[src/rtl/key_schedule_ctrl.sv]
// rtl/key_schedule_ctrl.sv - sequential AES key-schedule controller with progressive round-key read port
//
// Expands an Nk-word cipher key into 4*(Nr+1) words, one word per clock,
// through one shared 4-byte S-box. The expanded words sit in an internal
// buffer that the round engines read one 128-bit round key at a time.
//
// Parameters:
//   Nk           key length in 32-bit words (4 / 6 / 8)
//   Nr           number of rounds (10 / 12 / 14)
//
// Ports:
//   clk          rising-edge clock
//   reset        synchronous, active-high reset
//   start        expansion request, accepted only in IDLE
//   key_in       cipher key, word w0 in the most significant 32 bits
//   busy         high while words are being expanded
//   done         one-cycle pulse after the last word is written
//   rounds_avail number of complete round keys in the buffer
//   rk_rd_en     round-key read request
//   rk_idx       round key to read, 0..Nr
//   rk_out       registered round key {w[4r],w[4r+1],w[4r+2],w[4r+3]}
//   rk_valid     rk_out holds the requested round key

module key_schedule_ctrl #(
    parameter int Nk = 4,
    parameter int Nr = 10
) (
    input  logic              clk,
    input  logic              reset,
    input  logic              start,
    input  logic [Nk*32-1:0]  key_in,
    output logic              busy,
    output logic              done,
    output logic [3:0]        rounds_avail,
    input  logic              rk_rd_en,
    input  logic [3:0]        rk_idx,
    output logic [127:0]      rk_out,
    output logic              rk_valid
);

    localparam int         NW          = 4 * (Nr + 1);
    localparam logic [5:0] NK_IDX      = 6'(Nk);
    localparam logic [5:0] LAST_IDX    = 6'(NW - 1);
    localparam logic [3:0] POS_LAST    = 4'(Nk - 1);
    localparam logic [3:0] INIT_ROUNDS = 4'(Nk / 4);

    localparam logic [7:0] SBOX [256] = '{
        8'h63, 8'h7c, 8'h77, 8'h7b, 8'hf2, 8'h6b, 8'h6f, 8'hc5, 8'h30, 8'h01, 8'h67, 8'h2b, 8'hfe, 8'hd7, 8'hab, 8'h76,
        8'hca, 8'h82, 8'hc9, 8'h7d, 8'hfa, 8'h59, 8'h47, 8'hf0, 8'had, 8'hd4, 8'ha2, 8'haf, 8'h9c, 8'ha4, 8'h72, 8'hc0,
        8'hb7, 8'hfd, 8'h93, 8'h26, 8'h36, 8'h3f, 8'hf7, 8'hcc, 8'h34, 8'ha5, 8'he5, 8'hf1, 8'h71, 8'hd8, 8'h31, 8'h15,
        8'h04, 8'hc7, 8'h23, 8'hc3, 8'h18, 8'h96, 8'h05, 8'h9a, 8'h07, 8'h12, 8'h80, 8'he2, 8'heb, 8'h27, 8'hb2, 8'h75,
        8'h09, 8'h83, 8'h2c, 8'h1a, 8'h1b, 8'h6e, 8'h5a, 8'ha0, 8'h52, 8'h3b, 8'hd6, 8'hb3, 8'h29, 8'he3, 8'h2f, 8'h84,
        8'h53, 8'hd1, 8'h00, 8'hed, 8'h20, 8'hfc, 8'hb1, 8'h5b, 8'h6a, 8'hcb, 8'hbe, 8'h39, 8'h4a, 8'h4c, 8'h58, 8'hcf,
        8'hd0, 8'hef, 8'haa, 8'hfb, 8'h43, 8'h4d, 8'h33, 8'h85, 8'h45, 8'hf9, 8'h02, 8'h7f, 8'h50, 8'h3c, 8'h9f, 8'ha8,
        8'h51, 8'ha3, 8'h40, 8'h8f, 8'h92, 8'h9d, 8'h38, 8'hf5, 8'hbc, 8'hb6, 8'hda, 8'h21, 8'h10, 8'hff, 8'hf3, 8'hd2,
        8'hcd, 8'h0c, 8'h13, 8'hec, 8'h5f, 8'h97, 8'h44, 8'h17, 8'hc4, 8'ha7, 8'h7e, 8'h3d, 8'h64, 8'h5d, 8'h19, 8'h73,
        8'h60, 8'h81, 8'h4f, 8'hdc, 8'h22, 8'h2a, 8'h90, 8'h88, 8'h46, 8'hee, 8'hb8, 8'h14, 8'hde, 8'h5e, 8'h0b, 8'hdb,
        8'he0, 8'h32, 8'h3a, 8'h0a, 8'h49, 8'h06, 8'h24, 8'h5c, 8'hc2, 8'hd3, 8'hac, 8'h62, 8'h91, 8'h95, 8'he4, 8'h79,
        8'he7, 8'hc8, 8'h37, 8'h6d, 8'h8d, 8'hd5, 8'h4e, 8'ha9, 8'h6c, 8'h56, 8'hf4, 8'hea, 8'h65, 8'h7a, 8'hae, 8'h08,
        8'hba, 8'h78, 8'h25, 8'h2e, 8'h1c, 8'ha6, 8'hb4, 8'hc6, 8'he8, 8'hdd, 8'h74, 8'h1f, 8'h4b, 8'hbd, 8'h8b, 8'h8a,
        8'h70, 8'h3e, 8'hb5, 8'h66, 8'h48, 8'h03, 8'hf6, 8'h0e, 8'h61, 8'h35, 8'h57, 8'hb9, 8'h86, 8'hc1, 8'h1d, 8'h9e,
        8'he1, 8'hf8, 8'h98, 8'h11, 8'h69, 8'hd9, 8'h8e, 8'h94, 8'h9b, 8'h1e, 8'h87, 8'he9, 8'hce, 8'h55, 8'h28, 8'hdf,
        8'h8c, 8'ha1, 8'h89, 8'h0d, 8'hbf, 8'he6, 8'h42, 8'h68, 8'h41, 8'h99, 8'h2d, 8'h0f, 8'hb0, 8'h54, 8'hbb, 8'h16
    };

    typedef enum logic [1:0] {
        S_IDLE,
        S_EXPAND,
        S_DONE
    } state_t;

    state_t state;

    logic [5:0]  idx;            // index i of the word written on the next expand edge
    logic [3:0]  pos;            // i mod Nk, tracked incrementally to avoid a divider
    logic [7:0]  rcon;
    logic [5:0]  words_written;  // word count once w[idx] lands

    // Sliding window of the last Nk words: oldest w[i-Nk] in the top word,
    // newest w[i-1] in the bottom word. Loaded straight from key_in on start.
    logic [Nk*32-1:0] win;

    // Round-key buffer; element 0 is w0 and sits at the MSB end so the key
    // load is a single slice assignment.
    logic [0:NW-1][31:0] mem;

    logic [31:0] prev_word;
    logic [31:0] oldest_word;
    logic [31:0] sub_in;
    logic [31:0] sub_out;
    logic [31:0] temp;
    logic [31:0] new_word;
    logic [5:0]  rd_base;

    function automatic logic [7:0] xtime(input logic [7:0] b);
        xtime = {b[6:0], 1'b0} ^ (b[7] ? 8'h1b : 8'h00);
    endfunction

    assign words_written = idx + 6'd1;
    assign rd_base       = {rk_idx, 2'b00};

    // Word generator. The single S-box word sees RotWord(w[i-1]) on the
    // Rcon step and w[i-1] itself on the extra AES-256 SubWord step.
    always_comb begin
        prev_word   = win[31:0];
        oldest_word = win[Nk*32-1 -: 32];
        sub_in      = (pos == 4'd0) ? {prev_word[23:0], prev_word[31:24]} : prev_word;
        sub_out     = {SBOX[sub_in[31:24]], SBOX[sub_in[23:16]],
                       SBOX[sub_in[15:8]],  SBOX[sub_in[7:0]]};
        temp        = prev_word;
        if (pos == 4'd0) begin
            temp = sub_out ^ {rcon, 24'h000000};
        end else if (Nk > 6 && pos == 4'd4) begin
            temp = sub_out;
        end
        new_word = oldest_word ^ temp;
    end

    // Control FSM.
    always_ff @(posedge clk) begin
        if (reset) begin
            state        <= S_IDLE;
            busy         <= 1'b0;
            done         <= 1'b0;
            rounds_avail <= 4'd0;
            rcon         <= 8'h01;
            idx          <= 6'd0;
            pos          <= 4'd0;
        end else begin
            case (state)
                S_IDLE: begin
                    done <= 1'b0;
                    if (start) begin
                        state        <= S_EXPAND;
                        busy         <= 1'b1;
                        idx          <= NK_IDX;
                        pos          <= 4'd0;
                        rcon         <= 8'h01;
                        rounds_avail <= INIT_ROUNDS;
                    end
                end
                S_EXPAND: begin
                    idx <= words_written;
                    pos <= (pos == POS_LAST) ? 4'd0 : pos + 4'd1;
                    if (pos == 4'd0) begin
                        rcon <= xtime(rcon);
                    end
                    // Publish a round key only once its fourth word is written.
                    if (idx[1:0] == 2'b11) begin
                        rounds_avail <= words_written[5:2];
                    end
                    if (idx == LAST_IDX) begin
                        state <= S_DONE;
                        busy  <= 1'b0;
                        done  <= 1'b1;
                    end
                end
                S_DONE: begin
                    done  <= 1'b0;
                    state <= S_IDLE;
                end
                default: begin
                    state <= S_IDLE;
                    busy  <= 1'b0;
                    done  <= 1'b0;
                end
            endcase
        end
    end

    // Key window and round-key buffer; contents are don't-care after reset.
    always_ff @(posedge clk) begin
        if (state == S_IDLE && start) begin
            win          <= key_in;
            mem[0:Nk-1]  <= key_in;
        end else if (state == S_EXPAND) begin
            win          <= {win[Nk*32-33:0], new_word};
            mem[idx]     <= new_word;
        end
    end

    // Registered read port. The bound uses rounds_avail before the edge, so
    // a round key completing on this edge reads back invalid.
    always_ff @(posedge clk) begin
        if (reset) begin
            rk_out   <= 128'd0;
            rk_valid <= 1'b0;
        end else if (rk_rd_en) begin
            if (rk_idx < rounds_avail) begin
                rk_out   <= {mem[rd_base], mem[rd_base + 6'd1],
                             mem[rd_base + 6'd2], mem[rd_base + 6'd3]};
                rk_valid <= 1'b1;
            end else begin
                rk_out   <= 128'd0;
                rk_valid <= 1'b0;
            end
        end else begin
            rk_valid <= 1'b0;
        end
    end

endmodule

[config.mk]
export PLATFORM = sky130hd
export DESIGN_NAME = key_schedule_ctrl
export DESIGN_NICKNAME = d
export VERILOG_FILES = /design/src/rtl/key_schedule_ctrl.sv
export SDC_FILE = /design/constraint.sdc
export NUM_CORES = 2
export LEC_CHECK = 0
export BUFFER_PORTS_ARGS = -buffer_cell sky130_fd_sc_hd__buf_2
export CAP_MARGIN = 10
export CORE_MARGIN = 1
export CORE_UTILIZATION = 45
export DETAILED_ROUTE_END_ITERATION = 8
export PLACE_DENSITY = 0.68
export SYNTH_ARGS = -nofsm -noshare
export SYNTH_HDL_FRONTEND = slang
export SYNTH_SLANG_ARGS = --single-unit
export TNS_END_PERCENT = 5
[constraint.sdc]
create_clock -name clk -period 5.05 [get_ports clk]
set_input_delay 0.7575 -clock clk [delete_from_list [all_inputs] [get_ports clk]]
set_output_delay 0.7575 -clock clk [all_outputs]
set_load 0.1 [all_outputs]
# Word level (Yosys, flattened, before mapping)
# Memories as Yosys holds them, arrays and structs flattened.
# Index checks and enable logic that the tools add are counted.
[totals] ff_bits=1691 latch_bits=0 ram_bits=0 rom_bits=8192 input_bits=136 output_inout_bits=135 memories=4
[classes] addsub=5 mul=0 div_mod_pow=0 order_cmp=11 eq_ne=9 shift=0 muxes=49 bitwise=16 n_reduce_logical=14
[memory_table] name="(name not given)" depth=256 word_bits=8 read_ports=1 rd_clocked_by_memory_dff=0 wr=0 line="109" text="SBOX[sub_in[15:8]], SBOX[sub_in[7:0]]};"
[memory_table] name="(name not given)" depth=256 word_bits=8 read_ports=1 rd_clocked_by_memory_dff=0 wr=0 line="109"
[memory_table] name="(name not given)" depth=256 word_bits=8 read_ports=1 rd_clocked_by_memory_dff=0 wr=0 line="108" text="sub_out = {SBOX[sub_in[31:24]], SBOX[sub_in[23:16]],"
[memory_table] name="(name not given)" depth=256 word_bits=8 read_ports=1 rd_clocked_by_memory_dff=0 wr=0 line="108"
[ops] op="1408-bit bitwise mux" n=1
[ops] op="1408-bit two-way mux" n=1
[ops] op="32-bit binary-select mux with 6-bit select" n=4
[ops] op="128-bit two-way mux" n=4
[ops] op="32-bit two-way mux" n=11
[ops] op="32-bit demux with 6-bit select" n=1
[ops] op="8-bit two-way mux" n=10
[ops] op="32-bit bitwise XOR" n=2
[ops] op="9-bit greater-or-equal comparator, second input constant" n=4
[ops] op="8-bit inverter with 9-bit output" n=4
[ops] op="7-bit greater-or-equal comparator, second input constant" n=5
[ops] op="6-bit inverter with 7-bit output" n=5
[ops] op="4-bit two-way mux" n=4
[ops] op="4-bit one-hot mux with 2 select lines" n=2
[ops] op="8-bit one-hot mux with 2 select lines" n=1
[ops] op="6-bit by 1-bit adder with 6-bit output, second input constant" n=2
[ops] op="6-bit by 2-bit adder with 6-bit output, second input constant" n=2
[ops] op="6-bit one-hot mux with 2 select lines" n=1
[ops] op="3-bit AND reduction" n=3
[ops] op="2-bit inequality test, second input constant" n=4
[ops] op="8-bit by 5-bit bitwise XOR with 8-bit output" n=1
[ops] op="7-bit by 1-bit < comparator with 1-bit output, second input constant" n=1
[ops] op="6-bit equality test, second input constant" n=1
[ops] op="6-bit two-way mux" n=1
[ops] op="other kinds (17)" n=29

# Logic depth before layout (Yosys ltp)
[depth] depth_word=12 ltp_mapped=20

# Worst setup path before layout
# Ideal clock, no wire load.
[synth_path] path_kind="reg2reg" startpoint="register pos[0]" endpoint="register mem[1025] in the netlist's numbering (data pin)" arrival_ps=5013 path_slack_ps=-375 path_stages_with_launch=20 n_path_buf=4 cell_sequence="dfxtp_1 > inv_1 > ha_1 > or3b_1 > buf_6 > buf_6 > mux2_4 > clkbuf_1 > ha_1 > buf_2 > nand2_1 > mux2i_1 > a21oi_1 > o221ai_1 > o21ai_0 > a211oi_1 > a311oi_1 > a311o_1 > nand2_1 > xor2_1"
[synth_between] elab_chain_len=10
[synth_lines] item="start, declared" line="75" text="logic [3:0] pos;"
[synth_lines] item="start signal, assigned" line="144" text="pos <= (pos == POS_LAST) ? 4'd0 : pos + 4'd1;"
[synth_lines] item="4-bit logical NOT (*)" line="107, 111"
[synth_lines] item="32-bit two-way mux" line="107" text="sub_in = (pos == 4'd0) ? {prev_word[23:0], prev_word[31:24]} : prev_word;"
[synth_lines] item="8-bit inverter with 9-bit output (implied by the code)" line="109"
[synth_lines] item="memory 256 x 8 bit"
[synth_lines] item="8-bit two-way mux (implied by the code) (2 in series)" line="109"
[synth_lines] item="32-bit bitwise XOR" line="112" text="temp = sub_out ^ {rcon, 24'h000000};"
[synth_lines] item="32-bit two-way mux (*)" line="111" text="if (pos == 4'd0) begin"
[synth_lines] item="32-bit bitwise XOR (*)" line="116" text="new_word = oldest_word ^ temp;"
[synth_lines] item="net new_word[1]" line="92" text="logic [31:0] new_word;"
[synth_lines] item="1408-bit bitwise mux (*)" line="178" text="mem[idx] <= new_word;"
[synth_lines] item="end signal, assigned by index" line="175" text="mem[0:Nk-1] <= key_in;"
[synth_lines] item="end signal, assigned by index" line="178"
[synth_lines] item="end, declared" line="85" text="logic [0:NW-1][31:0] mem;"
# The timed path passes the listed nets; every way through them passes the cells marked *. The select of a mux whose other input is x is not followed.
# A chain may end at the register's enable or synchronous reset.

# Worst setup path after layout
[layout_path] startpoint="register pos[0]" endpoint="register mem[504] in the netlist's numbering (data pin)"
[layout_between] elab_chain_len=10
[layout_lines] item="4-bit logical NOT (*)" line="107, 111"
[layout_lines] item="32-bit two-way mux" line="107"
[layout_lines] item="8-bit inverter with 9-bit output (implied by the code)" line="108"
[layout_lines] item="memory 256 x 8 bit"
[layout_lines] item="8-bit two-way mux (implied by the code) (2 in series)" line="108"
[layout_lines] item="32-bit bitwise XOR" line="112"
[layout_lines] item="32-bit two-way mux (*)" line="111"
[layout_lines] item="32-bit bitwise XOR (*)" line="116"
[layout_lines] item="net new_word[24]" line="92"
[layout_lines] item="1408-bit bitwise mux (*)" line="178"
# Marks and branches as above.

==> flow_metrics.env <==
export IMPL_status="complete, no violations"
export IMPL_cts_made_buffers=155
export IMPL_critPathRequiredTime_ps=5660
export IMPL_reg2reg_setup_slack_ps=10
export IMPL_power_internal_mw=38.28
export IMPL_avgSynthCellArea_sq_um=12.71
export IMPL_period_share_pct=99.72
export IMPL_place_ws_ps=-295.2
export IMPL_p_leak_nw=33.73
export IMPL_ctsLongestPathBuffers=3
export IMPL_drive_gt1_share_pct=24.61
export IMPL_ys_flop_type="edfxtp_1"
export IMPL_crit_path_start="pos[0]"
export IMPL_worstSetupStartpointType="flop"
export IMPL_stdcell_count=9609
export IMPL_tns_ps=0
export IMPL_seqPwrFrac_pct=30.8
export IMPL_final_nets=7281
export IMPL_ant_nets=0
export IMPL_drtIter0Drc=9631
export IMPL_antenna_found_initial=36
export IMPL_io_pins=271
export IMPL_critPathMaxFanout=11
export IMPL_insertion_delay_ps=820
export IMPL_syn_inst=6483
export IMPL_critPathCaptureType="flop"
export IMPL_grt_pass1_wl_um=487500
export IMPL_start_util_pct=45.43
export IMPL_min_path_cells=3
export IMPL_dieHeight_um=429.8
export IMPL_p_per_area_mw_per_mm2=710.3
export IMPL_pwr_share_comb_pct=52.6
export IMPL_overflow=0
export IMPL_pwr_share_clk_pct=16.6
export IMPL_swShare_pct=44.46
export IMPL_r2r_end="mem[504]"
export IMPL_dieArea_sq_mm=0.1848
export IMPL_post_route_min_period_ps=5036
export IMPL_routedWlPerCell_um=36.41
export IMPL_core_area_sq_mm=0.1813
export IMPL_min_path_type="in2reg"
export IMPL_async_flop_share_pct=0
export IMPL_syn_to_final_growth_pct=17.80
export IMPL_place_port_buffers=270
export IMPL_slew_violations=0
export IMPL_cts_htree_levels=4
export IMPL_maxClockFrequency_mhz=198.6
export IMPL_via_per_inst=6.812
export IMPL_hold_start="key_in[36]"
export IMPL_drc=0
export IMPL_setup_violations_final=0
export IMPL_final_util_pct=53.51
export IMPL_clock_skew_ps=65.40
export IMPL_ys_seq_elements=1691
export IMPL_grt_pass1_vias=62387
export IMPL_cts_tree="built"
export IMPL_cts_sinks=1691
export IMPL_grt_util_all_layers_pct=37.20
export IMPL_vias=65454
export IMPL_std_cell_rows=156
export IMPL_ff2ff_path_depth=18
export IMPL_fill_cells=15030
export IMPL_fin_ws_ps=14.31
export IMPL_netlist_area_sq_mm=0.08237
export IMPL_rsz0062_at_grt="yes"
export IMPL_clk_pin_slew_worst_paths_ps=70
export IMPL_drt_total_wl_um=349800
export IMPL_peakVddDrop_mv=0.4785
export IMPL_regToRegStartpoint="pos[0]"
export IMPL_timing_hold_violations_final=0
export IMPL_p_switching_mw=30.65
export IMPL_yosysWarnings=0
export IMPL_synthesis_nets=6675
export IMPL_dp_cells=9301
export IMPL_worstMarginPinSlew_ps=1325
export IMPL_crit_type="reg2reg"
export IMPL_timing_slew_headroom_pct=9.361
export IMPL_holdBufCountCts=0
export IMPL_synth_edf_count=1536
export IMPL_hold_end="win[36]"
export IMPL_yosysUniqueCellTypes=111
export IMPL_die_w_um=429.8
export IMPL_cp_arrival_ps=5650
export IMPL_place_gp_congestion=1.073
export IMPL_grt_start_max_net_pins=175
export IMPL_yosysSeqAreaShare_pct=59.76
export IMPL_first_pass_iters=7
export IMPL_cap_violations=0
export IMPL_cts_root_buf="clkbuf_16"
export IMPL_place_hpwl_um=245300
## power by group through the flow
stage / clock network, mW / registers, mW / logic [mW]
3_3_place_gp: 0 / 21.5 / 34.7
2_1_floorplan: 0 / 21.3 / 15.1
5_1_grt: 12.0 / 21.2 / 36.9
4_1_cts: 11.5 / 21.2 / 34.7
3_5_place_dp: 0 / 21.5 / 34.5
6_report: 11.5 / 21.2 / 36.2
## critical path, cell delays in order (launching register included)
cell and delay [ps]:
dfxtp_1 360, inv_1 80, ha_2 220, nor3b_4 320
buf_12 230, mux2_2 430, ha_2 390, buf_4 200
a211oi_4 500, o311ai_1 220, o21ai_0 140, nor2_1 120
o32a_1 370, a31oi_2 290, xnor2_1 90, o21ai_0 150
buf_4 160, xor2_4 300, buf_4 240
## synth_stat cells, drive strengths merged, types with 112 or more instances
cell type / instances / area [sq um]
a211oi: 112 / 930.9
a22o: 172 / 1506
nor2: 270 / 1013
edfxtp: 1536 / 46120
mux2i: 217 / 2211
o211ai: 245 / 1868
o21ai: 552 / 2770
clkbuf: 371 / 1393
mux4: 256 / 5766
nor3: 115 / 585.6
a21oi: 252 / 1310
nand2: 820 / 3085
buf: 217 / 1165
dfxtp: 155 / 3103
## cells in the final DEF (no fill, tap or decap), types with 22 or more instances in the layout
cell,count
a31oi_1,70
diode_2,22
mux4_2,256
clkinv_1,36
mux2i_1,202
nand3_1,103
nor2b_1,31
a21oi_1,240
o21ai_0,527
a2111oi_0,25
nor2_4,35
inv_1,62
buf_2,266
edfxtp_1,1536
nand2b_1,35
o211ai_1,241
xor2_1,26
nor3_1,110
clkbuf_16,156
o21ai_1,22
clkinv_2,22
a22o_1,172
mux2_2,57
o2111ai_1,33
a22oi_1,35
a211o_1,23
nand2_1,813
buf_4,672
o221ai_1,31
ha_1,51
nor2_1,225
a221oi_1,55
a311oi_1,34
o311ai_0,26
clkbuf_1,42
o22ai_1,40
a211oi_1,93
buf_12,90
dfxtp_1,155
## through the flow
stage	hold WS (ps)	area, sq um	power, mW
2_1_floorplan	456.9	82380	36.38
3_3_place_gp	455.6	91820	56.14
3_5_place_dp	458.2	91820	55.95
4_1_cts	182.0	96830	67.37
5_1_grt	212.1	97020	70.18
6_report	229.4	97040	68.92
## registers in the layout, indices dropped and copies added, names as in the netlist
name          flops
busy              1
pos               4
win             128
mem            1408
rcon              8
rounds_avail      4
done              1
state             2
idx               6
rk_valid          1
rk_out          128
## layout make-up
class / instances / area, sq um / area share (%)
sequential: 1691 / 49230 / 50.73
clock inverter: 74 / 725.7 / 0.7479
tap: 2370 / 2965 / 3.056
clock buffer: 211 / 4240 / 4.370
antenna: 22 / 55.05 / 0.05673
inverter: 74 / 290.3 / 0.2991
multi-input combinational: 4130 / 31250 / 32.20
timing repair buffer: 1037 / 8287 / 8.540
## worst max path at each step
stage                      to  slack, ps  depth (start not counted)
floorplan              win[2]       -180                         19
global placement    mem[1293]       -380                         20
detailed placement  mem[1293]       -300                         20
CTS                  mem[230]          5                         16
global route         mem[504]       -140                         18
finish               mem[504]         10                         18
## per-layer routing
metal / global-route usage, % / up-vias / part of all wire, %
li1: - / 26738 / -
met1: 47.16 / 32841 / 36
met2: 57.59 / 4746 / 46
met3: 6.596 / 1123 / 9.9
met4: 27.05 / 6 / 8.7
met5: 0 / - / 0.012
## logic make-up (layout without fill, tap and decap cells)
family	count (synthesis)	after routing	share of synthesized area, %
fa+ha+maj	56	56	0.8506
simple gates	1522	1522	8.125
xor+xnor	68	68	0.8354
flops	1691	1691	59.76
mux	534	534	10.54
other cells	0	22	0
buf+inv	662	1396	3.442
compound gates	1950	1950	16.45
## repair_timing
action | 4_1_cts | 5_1_grt
pin swaps | 0 | 5
gates resized for setup | 11 | 35
buffers inserted | 0 | 1
endpoints found under the setup margin | 304 | 781
(Power assumes the default switching activity.)
